`src/rtl/comparator_bist.sv`:
```
// comparator_bist: self-test driver for a magnitude comparator.
// It walks a ramp, a set of corner vectors and LFSR random pairs across the
// A/B operands. Each vector gets SETTLE cycles before the Same/A_High/B_High
// flags are compared against a golden model. The block reports a pass flag,
// a saturating error count and the index of the first failing vector.
module comparator_bist #(
  parameter int          WIDTH      = 20,
  parameter int          NUM_RANDOM = 16,
  parameter int          SETTLE     = 1,
  parameter logic [19:0] SEED       = 20'h1ACE5
) (
  input  logic             clk,
  input  logic             rst,
  input  logic             start,
  output logic [WIDTH-1:0] A,
  output logic [WIDTH-1:0] B,
  input  logic             Same,
  input  logic             A_High,
  input  logic             B_High,
  output logic             busy,
  output logic             done,
  output logic             pass,
  output logic [7:0]       err_count,
  output logic [7:0]       first_fail_idx,
  output logic [7:0]       vec_idx
);

  localparam int          TOTAL    = 15 + NUM_RANDOM;
  localparam logic [7:0]  LAST_IDX = 8'(TOTAL - 1);
  localparam int          CW       = $clog2(SETTLE + 1);
  localparam logic [19:0] SEED_EFF = (SEED == 20'd0) ? 20'd1 : SEED;

  localparam logic [2:0] S_IDLE  = 3'd0;
  localparam logic [2:0] S_DRIVE = 3'd1;
  localparam logic [2:0] S_WAIT  = 3'd2;
  localparam logic [2:0] S_CHECK = 3'd3;
  localparam logic [2:0] S_DONE  = 3'd4;

  // Fibonacci LFSR x^20+x^17+1: shift left, bit19^bit16 enters bit 0.
  // A non-zero state never maps to zero.
  function automatic logic [19:0] lfsr_next(input logic [19:0] x);
    return {x[18:0], x[19] ^ x[16]};
  endfunction

  logic [2:0]    state;
  logic [CW-1:0] settle_cnt;
  logic [19:0]   lfsr;
  logic [19:0]   lfsr_1;
  logic [19:0]   lfsr_2;
  logic [19:0]   vec_a;
  logic [19:0]   vec_b;
  logic          mismatch;
  logic [7:0]    err_inc;

  assign lfsr_1 = lfsr_next(lfsr);
  assign lfsr_2 = lfsr_next(lfsr_1);

  // Vector table: ramp, corner cases, then the current LFSR pair.
  always_comb begin
    // NOTE: every combinational output gets a default first so no path
    // through the case leaves it unassigned and infers a latch.
    vec_a = lfsr;
    vec_b = lfsr_1;
    case (vec_idx)
      8'd0:  begin vec_a = 20'd1;       vec_b = 20'd0;       end
      8'd1:  begin vec_a = 20'd2;       vec_b = 20'd0;       end
      8'd2:  begin vec_a = 20'd2;       vec_b = 20'd1;       end
      8'd3:  begin vec_a = 20'd3;       vec_b = 20'd0;       end
      8'd4:  begin vec_a = 20'd3;       vec_b = 20'd1;       end
      8'd5:  begin vec_a = 20'd3;       vec_b = 20'd2;       end
      8'd6:  begin vec_a = 20'd4;       vec_b = 20'd0;       end
      8'd7:  begin vec_a = 20'd4;       vec_b = 20'd1;       end
      8'd8:  begin vec_a = 20'd4;       vec_b = 20'd2;       end
      8'd9:  begin vec_a = 20'd4;       vec_b = 20'd3;       end
      8'd10: begin vec_a = 20'hFFFFF;   vec_b = 20'h00000;   end
      8'd11: begin vec_a = 20'h807FF;   vec_b = 20'hFFFD8;   end
      8'd12: begin vec_a = 20'hFFFFF;   vec_b = 20'hFFFFF;   end
      8'd13: begin vec_a = 20'h00000;   vec_b = 20'h00000;   end
      8'd14: begin vec_a = 20'hFCFFF;   vec_b = 20'h0F800;   end
      default: ;
    endcase
  end

  // Golden comparison of the applied operands against the DUT flags.
  always_comb begin
    mismatch = (Same   != (A == B)) ||
               (A_High != (A >  B)) ||
               (B_High != (A <  B));
    err_inc  = (err_count == 8'hFF) ? 8'hFF : err_count + 8'd1;
  end

  // Sequencer: drive, settle, check, advance; results held in DONE.
  always_ff @(posedge clk or posedge rst) begin
    // NOTE: all state uses non-blocking assignments so every register
    // samples pre-edge values regardless of statement order.
    if (rst) begin
      state          <= S_IDLE;
      settle_cnt     <= '0;
      lfsr           <= SEED_EFF;
      A              <= '0;
      B              <= '0;
      busy           <= 1'b0;
      done           <= 1'b0;
      pass           <= 1'b0;
      err_count      <= 8'd0;
      first_fail_idx <= 8'hFF;
      vec_idx        <= 8'd0;
    end else begin
      case (state)
        S_IDLE, S_DONE: begin
          if (start) begin
            state          <= S_DRIVE;
            lfsr           <= SEED_EFF;
            busy           <= 1'b1;
            done           <= 1'b0;
            pass           <= 1'b0;
            err_count      <= 8'd0;
            first_fail_idx <= 8'hFF;
            vec_idx        <= 8'd0;
          end
        end
        S_DRIVE: begin
          A          <= WIDTH'(vec_a);
          B          <= WIDTH'(vec_b);
          if (vec_idx >= 8'd15) lfsr <= lfsr_2;
          settle_cnt <= CW'(SETTLE);
          state      <= S_WAIT;
        end
        S_WAIT: begin
          if (settle_cnt == CW'(1)) state <= S_CHECK;
          else settle_cnt <= settle_cnt - CW'(1);
        end
        S_CHECK: begin
          if (mismatch) begin
            err_count <= err_inc;
            if (first_fail_idx == 8'hFF) first_fail_idx <= vec_idx;
          end
          if (vec_idx == LAST_IDX) begin
            state <= S_DONE;
            busy  <= 1'b0;
            done  <= 1'b1;
            pass  <= (err_count == 8'd0) && !mismatch;
          end else begin
            vec_idx <= vec_idx + 8'd1;
            state   <= S_DRIVE;
          end
        end
        default: state <= S_IDLE;
      endcase
    end
  end

endmodule

```
`config.mk`:
```
export PLATFORM = sky130hd
export DESIGN_NAME = comparator_bist
export DESIGN_NICKNAME = d
export VERILOG_FILES = /design/src/rtl/comparator_bist.sv
export SDC_FILE = /design/constraint.sdc
export NUM_CORES = 1
export LEC_CHECK = 0
export BUFFER_PORTS_ARGS = -buffer_cell sky130_fd_sc_hd__buf_2
export CAP_MARGIN = 20
export CORE_MARGIN = 8
export CORE_UTILIZATION = 45
export CTS_CLUSTER_SIZE = 20
export DETAILED_ROUTE_END_ITERATION = 10
export MAX_ROUTING_LAYER = met4
export PLACE_DENSITY = 0.66
export SLEW_MARGIN = 5
export SYNTH_ARGS = -nofsm -noshare
export SYNTH_HDL_FRONTEND = slang
export SYNTH_SLANG_ARGS = --single-unit
```
`constraint.sdc`:
```
create_clock -name clk -period 2.4 [get_ports clk]
set_clock_uncertainty 0.1 [all_clocks]
set_input_delay 0.12 -clock clk [delete_from_list [all_inputs] [get_ports clk]]
set_output_delay 0.12 -clock clk [all_outputs]
set_load 0.05 [all_outputs]
```
# Word-level counts from Yosys, hierarchy flattened
# Cells that the tools add are included.
# word_totals
reg_bits	91
in_bits	6
elab_cells	104
# classes
add_sub_neg	3
magnitude_cmp	3
eq_ne	32
n_mux	29
bitwise	2
reduce_logical	24
# op_table
cell	count
20-bit one-hot mux with 8 select lines	1
20-bit one-hot mux with 7 select lines	1
8-bit by 4-bit equality test with 1-bit output, second input constant	7
8-bit two-way mux	7
8-bit one-hot mux with 2 select lines	3
20-bit two-way mux	2
20-bit one-hot mux with 2 select lines	1
8-bit by 3-bit equality test with 1-bit output, second input constant	4
20-bit equality test	1
20-bit greater-than comparator	1
20-bit < comparator	1
8-bit by 1-bit adder with 8-bit output, second input constant	2
8-bit by 2-bit equality test with 1-bit output, second input constant	2
8-bit equality test, second input constant	2
8-bit zero test	2
2-bit != test, second input constant	7
3-bit one-hot mux with 4 select lines	1
3-bit AND reduction	4
3-bit two-way mux	3
8-bit by 1-bit equality test with 1-bit output, second input constant	1
8-bit by 5-bit equality test with 1-bit output, second input constant	1
8-bit by 4-bit greater-or-equal comparator with 1-bit output, second input constant	1
1-bit one-hot mux with 2 select lines	4
2-bit OR reduction	4
17 further kinds	30

# Logic depth before layout (Yosys ltp)
# depth
ltp_word	8
mapped_depth	12

# Least setup slack after synthesis
# OpenSTA, ideal clock, no wires.
# synth_path
path_type	reg-to-reg
from	reg B[17]
to	reg err_count[7]
setup_time_ns	0.125
arrival_time_ns	2.703
required_time_ns	2.175
slack_ns	-0.528
stages_incl_launch_ff	12
n_path_buf	1
synth_period_minus_slack_ns	2.928
path_cell_list	dfrtp_1 inv_1 ha_1 nand4_2 nor4_1 o21ai_1 nand4_1 mux2i_1 nand3_2 buf_6 nor3_2 mux2_4
# synth_via
elab_chain_cells	6
# synth_lines
item	line_no	source
from (decl)	16	output logic [WIDTH-1:0] B,
from (signal assigned)	124	B <= WIDTH'(vec_b);
20-bit greater-than comparator / 20-bit equality test (equally long branches)	87, 86	
1-bit != test, on equally long branches	87, 86	
1-bit logical OR	86	mismatch = (Same != (A == B)) ||
1-bit logical OR (*)	87	(A_High != (A > B)) ||
2-bit != test (no source line) (*)	n/a	
3-bit AND reduction (no source line) (*)	n/a	
to (signal assigned)	135	err_count <= err_inc;
to (decl)	23	output logic [7:0] err_count,
# Every way passes the cells marked *; elsewhere a longest branch is shown, timed or not.
# A chain may end at the register's enable or synchronous reset.

# Worst setup path in the final report
# layout_path
from	reg A[15]
to	reg err_count[7]
# layout_via
elab_chain_cells	6
# layout_lines
item	line_no	source
from (decl)	15	output logic [WIDTH-1:0] A,
from (signal assigned)	123	A <= WIDTH'(vec_a);
20-bit greater-than comparator / 20-bit equality test (equally long branches)	87, 86	
1-bit != test, on equally long branches	87, 86	
1-bit logical OR	86	
1-bit logical OR (*)	87	
2-bit != test (no source line) (*)	n/a	
3-bit AND reduction (no source line) (*)	n/a	
# Marked as above.

==> impl_metrics.yaml <==
sta:
  rsz0062_at_grt: "true"
  hold_violations: 0
  worst_slew_pin_slew_ns: 0.705
  timing.hold.ws_ns: 0.0248
  slew_violations: 0
  finalCritPeriodShare_pct: 116
  setup_slack_ns: -0.384
  slew_headroom_pct: 52.9
  setup_viol: 17
  max_freq_mhz: 359
  period_minus_slack_ns: 2.78
critical_path:
  cp_data_required_time_ns: 2.55
  critPathLaunchType: "flip-flop"
  critical_path_class: "flip-flop to flip-flop"
  critical_path.cell_chain: "ha_4, nand4_1, buf_6, nor4_4, o21ai_1, nand4_1, mux2i_4, nand3_4, nor3_4, mux2_4"
  max_stage_delay_ns: 0.44
  worst-path-max-fanout: 5
  regToRegStartpoint: "A[15]"
  cp_top_family: "simple AND/OR/NAND/NOR gates"
  arrival_ns: 2.93
  r2r_slack_ns: -0.38
  crit_top_cell: "nand4_1"
  critPathSlowestCell: "dfrtp_2"
  cp_num_buf_inv: 1
  crit_path_end_kind: "flip-flop"
  critPathLaunch: "A[15]"
placed_design:
  place.port_buffers: 72
  placed_cell_area_sq_mm: 0.00580
  place.gp.congestion: 0.877
  dp_hpwl_mm: 9.11
die:
  std_cell_rows: 37
  core_area_sq_mm: 0.0102
  initial_core_util_pct: 45.8
  ios: 73
  fp.dieH_um: 118
  dieArea_sq_mm: 0.0139
  die_w_um: 118
global_routing:
  grt_overflow: 0
  grt_max_degree: 47
  grt_first_pass_wirelength_mm: 21.1
  antenna_found_initial: 0
  grt.total_usage_pct: 18.9
  grt_pass1_vias: 4278
drt:
  drc: 0
  drt_iter0_markers: 336
  routed_wl_mm: 12.7
  avgViaCountPerCell: 5.52
  vias: 4275
  first_pass_iters: 7
  wire_per_inst_um: 16.3
  ant_nets: 0
status:
  outcome: "complete, but fails checks"
  violations: "negative setup slack"
synthesis:
  synth_edf_count: 0
  synth_fp_nets: 538
  netlist_instances: 506
  synth_area_sq_mm: 0.00469
  synth_seq_cells: 91
  avgSynthCellArea_sq_um: 9.27
  synthFlopType: "dfrtp_1"
  yosys_warnings: 0
  async_flop_share_pct: 100
  ys_seq_area_share_pct: 49.0
  ys_types: 56
cells_and_area:
  diodes: 0
  most-common-layout-cells: "nand2_1, buf_2, buf_4"
  drive_gt1_share_pct: 40.2
  final_common_cell: "nand2_1"
  stdcell_area_sq_mm: 0.00612
  area_delta_synth_final_pct: 30.5
  postLayoutCoreUtil_pct: 59.8
  nets: 666
  fill_cells: 913
clock_tree:
  cts_num_sinks: 91
  clk_path_buf_depth: 2
  cts_max_level: 3
  clkLatencyLatePin_ns: 0.36
  cts_root_buf: "clkbuf_8"
  cts_buffers: 9
  tritoncts: "done"
  clk_pin_slew_ns: 0.09
min_path:
  hp-start: "start"
  hold_path_class: "input pin to flip-flop"
job:
  cap_violations: 0
[final timing paths]
path | endpoint | cells past startpoint
min | state[2] | 3
min in group asynchronous | B[4] | 3
max reg2reg | err_count[7] | 10
max in group asynchronous | B[14] | 4
min reg2reg | settle_cnt | 1
max | err_count[7] | 10
[area by class of cell]
cell class                 instances  area, sq um  share of cell area, %
clock buffer                      10          128                   2.08
clock inverter                     6         42.5                  0.695
inverter                          31          120                   1.96
multi-input combinational        360         2400                   39.3
sequential                        91         2340                   38.3
tap                              136          170                   2.78
timing repair buffer             141          913                   14.9
[logic make-up after synthesis]
group | Yosys count | synth area share [%]
AO/OA/AOI/OAI | 141 | 18.9
XOR/XNOR | 9 | 1.68
adder cells (fa/ha/maj) | 26 | 6.94
buffers and inverters | 56 | 4.83
flip-flops | 91 | 49.0
multiplexers | 3 | 0.773
AND/OR/NAND/NOR | 180 | 17.8
[timing repair]
action / in CTS / in global routing
gates resized for setup: 11 / 7
hold endpoints to repair: 19 / 0
cloned: 1 / 0
pin swaps: 7 / 3
buffers inserted: 2 / 1
endpoints found under the setup margin: 22 / 30
hold buffers: 1 / 0
[cells in the mapped netlist (7+ instances only)]
master / count / share of area, %
dfstp_2: 18 / 10
nor2_1: 41 / 3.3
clkbuf_1: 21 / 1.7
a21oi_1: 38 / 4.1
o21ai_0: 41 / 4.4
o32a_1: 8 / 1.7
inv_1: 29 / 2.3
nand2_1: 83 / 6.6
nor3_1: 10 / 1.1
ha_1: 26 / 6.9
o21ai_1: 7 / 0.75
a22oi_1: 18 / 2.9
dfrtp_1: 73 / 39
nand4_1: 8 / 1.1
[worst reg2reg max path: cells and delay by family, from the launching register on]
family                   cells  cell delay [ns]
AO/OA/AOI/OAI                1             0.11
adder cells (fa/ha/maj)      1             0.27
buffers and inverters        1             0.15
flip-flops                   1             0.44
multiplexers                 2             0.70
AND/OR/NAND/NOR              5             0.91
[routing by layer]
metal  GRT usage, %  part of all wire (%)  routed length, um  vias up
met5              -                     0                  0        -
met4           7.53                   1.5                185        0
met3           2.83                   5.0                629       13
met2           29.9                    47               5990      127
met1           24.0                    46               5860     2080
li1               -                     -                  -     2055
[registers in the layout (all words and copies together) (netlist names)]
name            flops
A                  20
state               3
B                  20
err_count           8
first_fail_idx      8
settle_cnt          1
pass                1
lfsr               20
done                1
vec_idx             8
busy                1
[per-stage QoR]
step	worst slack (ns)	TNS [ns]	std cells
4_1_cts	-0.353	-5.69	774
5_1_grt	-0.511	-8.14	775
2_1_floorplan	-0.356	-3.45	506
6_report	-0.384	-6.01	775
3_3_place_gp	-0.342	-4.66	754
3_5_place_dp	-0.472	-7.05	754
Power is left out: the tool's default activity adds up to more than one toggle a clock period on the data nets, which glitch-free logic cannot reach.
